$ cat config.mk
export PLATFORM = sky130hd
export DESIGN_NAME = ex_div_ctrl
export DESIGN_NICKNAME = d
export VERILOG_FILES = /design/src/rtl/ex_div_ctrl.sv
export SDC_FILE = /design/constraint.sdc
export NUM_CORES = 1
export LEC_CHECK = 0
export ABC_AREA = 1
export BUFFER_PORTS_ARGS = -buffer_cell sky130_fd_sc_hd__buf_2
export CAP_MARGIN = 25
export CELL_PAD_IN_SITES_DETAIL_PLACEMENT = 0
export CELL_PAD_IN_SITES_GLOBAL_PLACEMENT = 1
export CORE_MARGIN = 4
export CORE_UTILIZATION = 40
export DETAILED_ROUTE_END_ITERATION = 6
export PLACE_DENSITY_LB_ADDON = 0.1
export REMOVE_ABC_BUFFERS = 1
export SLEW_MARGIN = 10
export SYNTH_ARGS = -nofsm -noshare
export SYNTH_HDL_FRONTEND = slang
export SYNTH_SLANG_ARGS = --single-unit
$ cat constraint.sdc
create_clock -name clk -period 7.2 [get_ports clk]
set_clock_uncertainty 0.2 [all_clocks]
set_input_delay 1.44 -clock clk [delete_from_list [all_inputs] [get_ports clk]]
set_output_delay 1.44 -clock clk [all_outputs]
set_load 0.02 [all_outputs]
$ cat src/rtl/ex_div_ctrl.sv
// ex_div_ctrl -- iterative divide controller for the EX stage (DIV / DIVU).
//
// Restoring division, one quotient bit per clock, on the absolute values of
// the operands. The quotient and remainder are sign-corrected as the block
// enters DONE. result_o is {remainder, quotient} and feeds {HI, LO}.
//
// Optional feature: define DIV_ZERO_FAST_EN to send a zero divisor through a
// short ZERO state (result 0, two-cycle latency). Without the macro a zero
// divisor runs all iterations: raw quotient all ones, raw remainder |dividend|.
//
// Handshake: start_i is a level request. It is accepted on the rising edge
// where the block is IDLE, start_i=1 and annul_i=0. The requester keeps
// start_i high until it sees ready_o. ready_o/result_o stay valid for as long
// as start_i is held in DONE, and the block returns to IDLE on the first edge
// with start_i=0. annul_i abandons whatever is in flight on the next edge.
//
// Ports:
//   clk            clock, rising edge
//   rst            asynchronous reset, active low
//   start_i        divide request, held until ready_o
//   annul_i        cancel in-flight divide (flush / exception)
//   signed_div_i   1 = DIV (two's complement), 0 = DIVU
//   opdata1_i      dividend, sampled on acceptance
//   opdata2_i      divisor, sampled on acceptance
//   result_o       {remainder, quotient}, valid while ready_o=1, else 0
//   ready_o        result valid
//   stallreq_o     combinational stall request to the pipeline
//   state_o        FSM state for observation (IDLE=0, ZERO=1, RUN=2, DONE=3)
module ex_div_ctrl #(
  parameter int DATA_W = 32
) (
  input  logic                clk,
  input  logic                rst,
  input  logic                start_i,
  input  logic                annul_i,
  input  logic                signed_div_i,
  input  logic [DATA_W-1:0]   opdata1_i,
  input  logic [DATA_W-1:0]   opdata2_i,
  output logic [2*DATA_W-1:0] result_o,
  output logic                ready_o,
  output logic                stallreq_o,
  output logic [1:0]          state_o
);

  typedef enum logic [1:0] {
    IDLE = 2'd0,
`ifdef DIV_ZERO_FAST_EN
    ZERO = 2'd1,
`endif
    RUN  = 2'd2,
    DONE = 2'd3
  } state_e;

  localparam logic [5:0] LAST_ITER = 6'(DATA_W - 1);

  state_e                state_q,   state_d;
  logic [5:0]            cnt_q,     cnt_d;
  logic [DATA_W-1:0]     rem_q,     rem_d;
  logic [DATA_W-1:0]     quo_q,     quo_d;
  logic [DATA_W-1:0]     dvsr_q,    dvsr_d;
  logic                  signed_q,  signed_d;
  logic                  op1_neg_q, op1_neg_d;
  logic                  op2_neg_q, op2_neg_d;
  logic                  ready_q,   ready_d;
  logic [2*DATA_W-1:0]   result_q,  result_d;

  logic [DATA_W:0]       trial;
  logic [DATA_W:0]       diff;
  logic                  step_ge;
  logic [DATA_W-1:0]     rem_step;
  logic [DATA_W-1:0]     quo_step;
  logic [DATA_W-1:0]     quo_fix;
  logic [DATA_W-1:0]     rem_fix;
  logic [DATA_W-1:0]     op1_abs;
  logic [DATA_W-1:0]     op2_abs;
  logic                  go_idle;

  // quo_q starts as |dividend| and doubles as the shift register feeding
  // dividend bits into the partial remainder from the MSB end, while quotient
  // bits enter from the LSB end.
  assign trial    = {rem_q, quo_q[DATA_W-1]};
  assign diff     = trial - {1'b0, dvsr_q};
  assign step_ge  = ~diff[DATA_W];
  assign rem_step = step_ge ? diff[DATA_W-1:0] : trial[DATA_W-1:0];
  assign quo_step = {quo_q[DATA_W-2:0], step_ge};

  // Sign correction: quotient negative when operand signs differ, remainder
  // follows the dividend. -MIN wraps to MIN, so MIN / -1 gives MIN, rem 0.
  assign quo_fix  = (signed_q & (op1_neg_q ^ op2_neg_q)) ? -quo_step : quo_step;
  assign rem_fix  = (signed_q & op1_neg_q) ? -rem_step : rem_step;

  assign op1_abs  = (signed_div_i & opdata1_i[DATA_W-1]) ? -opdata1_i : opdata1_i;
  assign op2_abs  = (signed_div_i & opdata2_i[DATA_W-1]) ? -opdata2_i : opdata2_i;

  always_comb begin
    state_d   = state_q;
    cnt_d     = cnt_q;
    rem_d     = rem_q;
    quo_d     = quo_q;
    dvsr_d    = dvsr_q;
    signed_d  = signed_q;
    op1_neg_d = op1_neg_q;
    op2_neg_d = op2_neg_q;
    ready_d   = ready_q;
    result_d  = result_q;
    go_idle   = 1'b0;

    case (state_q)
      IDLE: begin
        if (start_i && !annul_i) begin
          signed_d  = signed_div_i;
          op1_neg_d = signed_div_i & opdata1_i[DATA_W-1];
          op2_neg_d = signed_div_i & opdata2_i[DATA_W-1];
          quo_d     = op1_abs;
          dvsr_d    = op2_abs;
          rem_d     = '0;
          cnt_d     = '0;
`ifdef DIV_ZERO_FAST_EN
          state_d   = (opdata2_i == '0) ? ZERO : RUN;
`else
          state_d   = RUN;
`endif
        end
      end
`ifdef DIV_ZERO_FAST_EN
      ZERO: begin
        if (annul_i) begin
          go_idle = 1'b1;
        end else begin
          state_d  = DONE;
          ready_d  = 1'b1;
          result_d = '0;
        end
      end
`endif
      RUN: begin
        if (annul_i) begin
          go_idle = 1'b1;
        end else begin
          rem_d = rem_step;
          quo_d = quo_step;
          if (cnt_q == LAST_ITER) begin
            state_d  = DONE;
            cnt_d    = '0;
            ready_d  = 1'b1;
            result_d = {rem_fix, quo_fix};
          end else begin
            cnt_d = cnt_q + 6'd1;
          end
        end
      end
      DONE: begin
        if (annul_i || !start_i) begin
          go_idle = 1'b1;
        end
      end
      default: go_idle = 1'b1;
    endcase

    // Leaving for IDLE always discards the latched operands and result.
    if (go_idle) begin
      state_d   = IDLE;
      cnt_d     = '0;
      rem_d     = '0;
      quo_d     = '0;
      dvsr_d    = '0;
      signed_d  = 1'b0;
      op1_neg_d = 1'b0;
      op2_neg_d = 1'b0;
      ready_d   = 1'b0;
      result_d  = '0;
    end
  end

  always_ff @(posedge clk or negedge rst) begin
    if (!rst) begin
      state_q   <= IDLE;
      cnt_q     <= '0;
      rem_q     <= '0;
      quo_q     <= '0;
      dvsr_q    <= '0;
      signed_q  <= 1'b0;
      op1_neg_q <= 1'b0;
      op2_neg_q <= 1'b0;
      ready_q   <= 1'b0;
      result_q  <= '0;
    end else begin
      state_q   <= state_d;
      cnt_q     <= cnt_d;
      rem_q     <= rem_d;
      quo_q     <= quo_d;
      dvsr_q    <= dvsr_d;
      signed_q  <= signed_d;
      op1_neg_q <= op1_neg_d;
      op2_neg_q <= op2_neg_d;
      ready_q   <= ready_d;
      result_q  <= result_d;
    end
  end

  assign result_o   = result_q;
  assign ready_o    = ready_q;
  assign state_o    = state_q;
  assign stallreq_o = start_i & ~annul_i & (state_q != DONE);

endmodule

==> results of run 1 <==
layout by cell type, fill, tap and decap left out, drive strengths merged, types with 9 or more instances in the layout:
master | Yosys | final
nand2 | 630 | 630
inv | 289 | 290
nor2 | 198 | 198
dfrtp | 172 | 172
o21ai | 171 | 171
buf | 20 | 149
nand3 | 144 | 144
a21oi | 89 | 89
o22ai | 58 | 58
nor3 | 41 | 41
ha | 37 | 37
clkbuf | 40 | 23
xor2 | 21 | 21
nand4 | 21 | 21
nand3b | 11 | 11
nor4 | 10 | 10
o211ai | 10 | 10
a32o | 9 | 9
or2 | 9 | 9
synthesized netlist by cell type (all sizes together), types with 10 or more instances:
cell | number | area (um^2)
nand3b | 11 | 82.6
buf | 20 | 120
nor4 | 10 | 62.6
nand4 | 21 | 131
nand3 | 144 | 736
o211ai | 10 | 75.1
o21ai | 171 | 863
a21oi | 89 | 449
nor2 | 198 | 768
xor2 | 21 | 184
nor3 | 41 | 210
clkbuf | 40 | 150
o22ai | 58 | 363
inv | 289 | 1080
dfrtp | 172 | 4300
ha | 37 | 463
nand2 | 630 | 2390
worst max-delay path: stages (launching register included):
cell and delay (ps):
dfrtp_1 360, inv_1 90, ha_1 150, inv_1 60, fa_1 390, nand2_1 80
nand2_1 90, nand3_1 90, nand2_1 100, nand2_1 80, nand2_1 100, nand2_1 140
nand3_2 190, nand2_4 400, ha_1 260, nand3_1 100, nor3_1 320, nand4_1 230
nor2_1 300, nand3_1 140, nor3_1 220, nand3_1 200, o31ai_1 330, nand2_1 80
nand2_1 60, o21ai_0 60
flip-flops by register name, indices dropped and copies added, names as in the netlist:
signal,cells
cnt_q,6
dvsr_q,32
op1_neg_q,1
op2_neg_q,1
quo_q,32
ready_o,1
rem_q,32
result_o,64
signed_q,1
state_o,2
final cells by class:
type | instances | area (um^2)
fill | 3383 | 17200
multi-input combinational | 1499 | 7280
sequential | 172 | 4300
inverter | 292 | 1100
timing repair buffer | 149 | 797
tap | 402 | 503
clock buffer | 23 | 458
clock inverter | 9 | 113
through the flow:
| step | setup TNS [ps] | cell area [um^2] | setup slack (ps) |
|---|---|---|---|
| after detailed placement | 0 | 14000 | 2150 |
| final | 0 | 14500 | 2260 |
| after global placement | 0 | 14000 | 2190 |
| after CTS | 0 | 14500 | 2260 |
| after global routing | 0 | 14500 | 1840 |
| after floorplan | -400 | 12600 | -74.6 |
per-layer routing:
layer  vias to the layer above  global-route usage (%)  wire [um]
li1                       6796                       -          -
met1                      6147                    30.0      18300
met2                       274                    43.6      21600
met3                        71                    2.85       1420
met4                         0                    8.47       1400
met5                         -                       0          0
report_power, final:
part           total, mW  internal (mW)  switching [mW]
registers           1.50           1.27           0.231
logic               5.10           1.48            3.63
clock network      0.940          0.523           0.417
logic make-up after synthesis:
logic type	share of synthesized area, %
AOI/OAI and AO/OA	15.8
DFF	33.3
adders and majority gates	3.74
and+or+nand+nor	34.8
xor gates and xnor gates	1.76
buffers and inverters	10.6
path summary, 6_finish.rpt:
path | start | to | cells past startpoint
setup / recovery | quo_q[31] | result_o[26] | 25
hold / removal | result_o[23] | result_o[23] | 2
setup reg to reg | quo_q[31] | result_o[26] | 25
hold reg to reg | result_o[23] | result_o[23] | 2
max in group asynchronous | rst | dvsr_q[13] | 2
min in group asynchronous | rst | dvsr_q[31] | 1
==> results.txt, run 1 <==
Setup Crit Path Kind: register to register
post-CTS setup buffer count: 0
via count: 13.3k
first-pass GRT wire length: 69300 um
outcome: finished, final reports clean
Die X: 188 um
CTS Hold Bufs: 0
fraction of layout cells with a size suffix above 1: 9.93%
Final Cycle Share: 68.6%
CTS tree: built
IO Pins: 137
Max IR drop VDD: 0.246 mV
Post-synth EDFFs: 0
Placed Cells: 2513
routed wire length per instance: 16.8 um
grt total ovfl: 0
count of different cell masters after synthesis: 49
Placeable Area: 31700 um^2
DRC violations left: 0
TritonCTS Buffers: 17
Routed WL: 42700 um
mapped cell area: 12900 um^2
r2r setup slk: 2260 ps
NumNets Final: 2238
Hold Path Class: register to register
Synth warnings: 0
Startpoint Class: register
Least-Margin Pin Slew: 903 ps
top_reg_cell synth: dfrtp_1
Root Driver: clkbuf_16
Via density: 5.22
RSZ-0062 raised after global routing: no
DP Wirelength: 32900 um
DIE AREA: 35200 um^2
Final Util: 45.9%
WP data required: 7320 ps
Area Growth Syn to Fin: 12.7%
Tot GR Track Use: 24.2%
sequential share of the synthesized area: 33.3%
Max-slew headroom: 39.8%
antenna-violating nets left: 0
starting density of the core: 40.7%
Fin. Hold Viols: 0
DRT Pass-1 Iters: 5
htree depth: 4
chip height: 188 um
CTS Buffer Depth: 2
Synth Instances: 2023
initial antenna violation count: 0
Pleak: 7.80 nW
Final Critical Period: 4940 ps
clk slew on worst S/H paths: 70 ps
Max FO, Critical Path: 34
Post-synth ARST share: 100%
Row Count: 65
pin count of the biggest net entering global routing: 83
final setup fails: 0
Final Wtd Congestion: 0.903
Initial DRC Count: 880
CP Capture Type: register
pwr dens: 519 nW/um^2
Max-Cap Viols: 0
number of global-route vias before repair: 13.2k
fin. max-slew vios: 0
IO buf count: 136
Finished Layout Cells: 2546
diode count: 0
FF+latch count, synth: 172
clock sink count: 172
Critical Path AT: 5060 ps
FMAX: 0.202 GHz
Tot Pwr: 7.54 mW
worst skew pair latency: 440 ps
Post-CTS Resized: 0
hold_ws: 277 ps
Post-Syn Area per Cell: 6.38 um^2
Note: power is estimated with default switching activity, not from simulation.
==> inputs of run 2 (changes only) <==
--- a/config.mk
+++ b/config.mk
@@ -5,7 +5,7 @@
 export SDC_FILE = /design/constraint.sdc
 export NUM_CORES = 1
 export LEC_CHECK = 0
-export ABC_AREA = 1
+export ABC_AREA = 0
 export BUFFER_PORTS_ARGS = -buffer_cell sky130_fd_sc_hd__buf_2
 export CAP_MARGIN = 25
 export CELL_PAD_IN_SITES_DETAIL_PLACEMENT = 0
==> constraint.sdc (replaced) <==
create_clock -name clk -period 4.4 [get_ports clk]
set_clock_uncertainty 0.2 [all_clocks]
set_input_delay 0.88 -clock clk [delete_from_list [all_inputs] [get_ports clk]]
set_output_delay 0.88 -clock clk [all_outputs]
set_load 0.02 [all_outputs]
==> run 2 against run 1 <==
Compared with the run above: critical path depth down 3; global-route usage down 1.5 points; flip-flop and latch count unchanged; maximum frequency up 12%; critical path type unchanged; critical endpoint is now result_o[60].
==> results.txt, run 2 <==
outcome: finished, final reports clean
largest area contributor in the netlist: dfrtp_1
Area contributors post-synth: dfrtp_1 (35%), o21ai_0 (9.2%), xnor2_1 (6.2%)
Reg power frac: 18.6%
Final Cycle Share: 99.9%
Die X: 183 um
count leader, synth: o21ai_0
pwr dens: 799 nW/um^2
IO Pins: 137
CP max stage delay: 370 ps
Root Driver: clkbuf_16
WP data required: 4560 ps
Sw Share: 49.8%
via count: 11.7k
worst setup margin: 4.43 ps
CTS tree: built
Final Wtd Congestion: 0.926
grt total ovfl: 0
CTS Hold Bufs: 0
worst skew pair latency: 440 ps
Filler Cell Count: 3011
DP Wirelength: 28900 um
Routed WL: 38100 um
Yosys top cell area share: 35.3%
DRC violations left: 0
CP Cell Sequence: inv_1 -> ha_2 -> inv_2 -> fa_2 -> a211oi_2 -> o211ai_2 -> a211o_1 -> and3_4 -> o21a_4 -> nor2_4 -> inv_4 -> mux2i_2 -> ha_2 -> nand2_2 -> nor4b_4 -> nand2_1 -> o21a_1 -> nor3_2 -> buf_4 -> a31oi_1 -> xor2_1 -> o21ai_1
DRT Pass-1 Iters: 7
sequential share of the synthesized area: 35.3%
chip height: 183 um
Setup Crit Path Kind: register to register
Pleak: 6.52 nW
Final Critical Period: 4400 ps
Synth warnings: 0
Final Util: 49.2%
mapped cell area: 12200 um^2
clk slew on worst S/H paths: 70 ps
FMAX: 0.228 GHz
DIE AREA: 33400 um^2
FF+latch count, synth: 172
fin. max-slew vios: 0
Hold Path Class: input port to asynchronous set/reset pin
DP Worst Slack: -275 ps
Fin. Hold Viols: 0
final setup fails: 0
most common cell after layout, fill and taps aside: o21ai_0
Post-Syn Area per Cell: 8.02 um^2
Least-Margin Pin Slew: 984 ps
CTS Buffer Depth: 2
CP Capture Type: register
P_int: 5.90 mW
top_reg_cell synth: dfrtp_1
R2R Path Start: quo_q[31]
Post-synth ARST share: 100%
first-pass GRT wire length: 61500 um
Area Growth Syn to Fin: 20.5%
TritonCTS Buffers: 17
Max IR drop VDD: 0.613 mV
count of different cell masters after synthesis: 87
Comb pwr share: 68.7%
IO buf count: 136
commonest cells after routing, fill and taps aside: o21ai_0 (216), nand2_1 (187), dfrtp_1 (172)
Row Count: 63
Placeable Area: 29900 um^2
starting density of the core: 40.8%
Critical Path AT: 4550 ps
htree depth: 4
routed wire length per instance: 17.9 um
RSZ-0062 raised after global routing: yes
power share of the clock group: 12.7%
Via density: 5.50
pin count of the biggest net entering global routing: 73
initial antenna violation count: 0
NumNets Final: 1828
Top cell by count, worst path: ha_2
Finished Layout Cells: 2124
fraction of layout cells with a size suffix above 1: 20.7%
Synth Instances: 1521
number of global-route vias before repair: 11.4k
Worst Setup SP: quo_q[31]
slowest CP cell: dfrtp_1
Initial DRC Count: 777
most frequent cells after synthesis: o21ai_0 (225), nand2_1 (189), dfrtp_1 (172)
Sw Pwr: 5.85 mW
antenna-violating nets left: 0
Tot GR Track Use: 22.8%
Max-Cap Viols: 0
Startpoint Class: register
diode count: 0
Post-synth EDFFs: 0
Max FO, Critical Path: 5
max reg flops: 64
Placed Cells: 2089
clock sink count: 172
Max-slew headroom: 34.4%
-- run 2: area by class of cell --
type	count	area [um^2]	area share (%)
Multi-Input combinational cell	1209	7450	50.7
Timing Repair Buffer	261	1670	11.3
Tap cell	390	488	3.32
Inverter	60	228	1.55
Clock inverter	12	115	0.783
Clock buffer	20	447	3.04
Sequential cell	172	4300	29.3
-- run 2: worst paths after layout --
check,slack (ps),cells past startpoint,to
hold reg to reg,280,2,result_o[21]
setup / recovery,4,22,result_o[60]
min in group clk,280,2,result_o[21]
hold / removal,230,1,quo_q[6]
setup reg to reg,4,22,result_o[60]
max in group asynchronous,2890,2,quo_q[7]
-- run 2: worst max-delay path: cells and delay by family (launching register included) --
family | cells | cell delay [ps]
xor+xnor | 1 | 180
compound gates | 7 | 1370
buf+inv | 4 | 340
flops | 1 | 370
mux | 1 | 200
simple gates | 6 | 870
fa+ha+maj | 3 | 800
-- run 2: power by group through the flow --
stage | Sequential, mW | Clock [mW] | Combinational, mW
final | 2.18 | 1.50 | 8.07
after global routing | 2.22 | 1.60 | 8.88
after CTS | 2.18 | 1.53 | 7.84
after detailed placement | 2.20 | 0 | 7.73
after global placement | 2.20 | 0 | 7.71
after floorplan | 2.14 | 0 | 4.99
-- run 2: timing repair --
action / in CTS / in global routing
endpoints found under the hold margin: 0 / 0
gates resized for setup: 8 / 32
setup endpoints to repair: 11 / 27
pin swaps: 4 / 18
setup buffers: 1 / 2
-- run 2: cell families (layout without fill, tap and decap cells) --
group,after synthesis,in the layout,synth area share (%)
buffers and inverters,140,353,5.03
XOR/XNOR,139,139,9.98
multiplexers,25,25,2.16
adder cells (fa/ha/maj),38,38,3.96
AO/OA/AOI/OAI,474,474,22.8
AND/OR/NAND/NOR,533,533,20.8
flip-flops,172,172,35.3
-- run 2: routing by layer --
metal  GRT usage [%]  vias to the layer above  wire, um
met5               0                        -         0
met4            6.90                        0       955
met3            2.75                       50      1260
met2            35.8                      224     17400
met1            32.9                     5626     18500
li1                -                     5782         -
-- run 2: through the flow --
stage	total power, mW	setup TNS (ps)	hold WS, ps	cell area (um^2)
after floorplan	7.14	-103390	250	11800
after global placement	9.91	-377	263	14000
after detailed placement	9.93	-1580	269	14000
after CTS	11.5	0	272	14600
after global routing	12.7	-2270	289	14700
final	11.8	0	234	14700
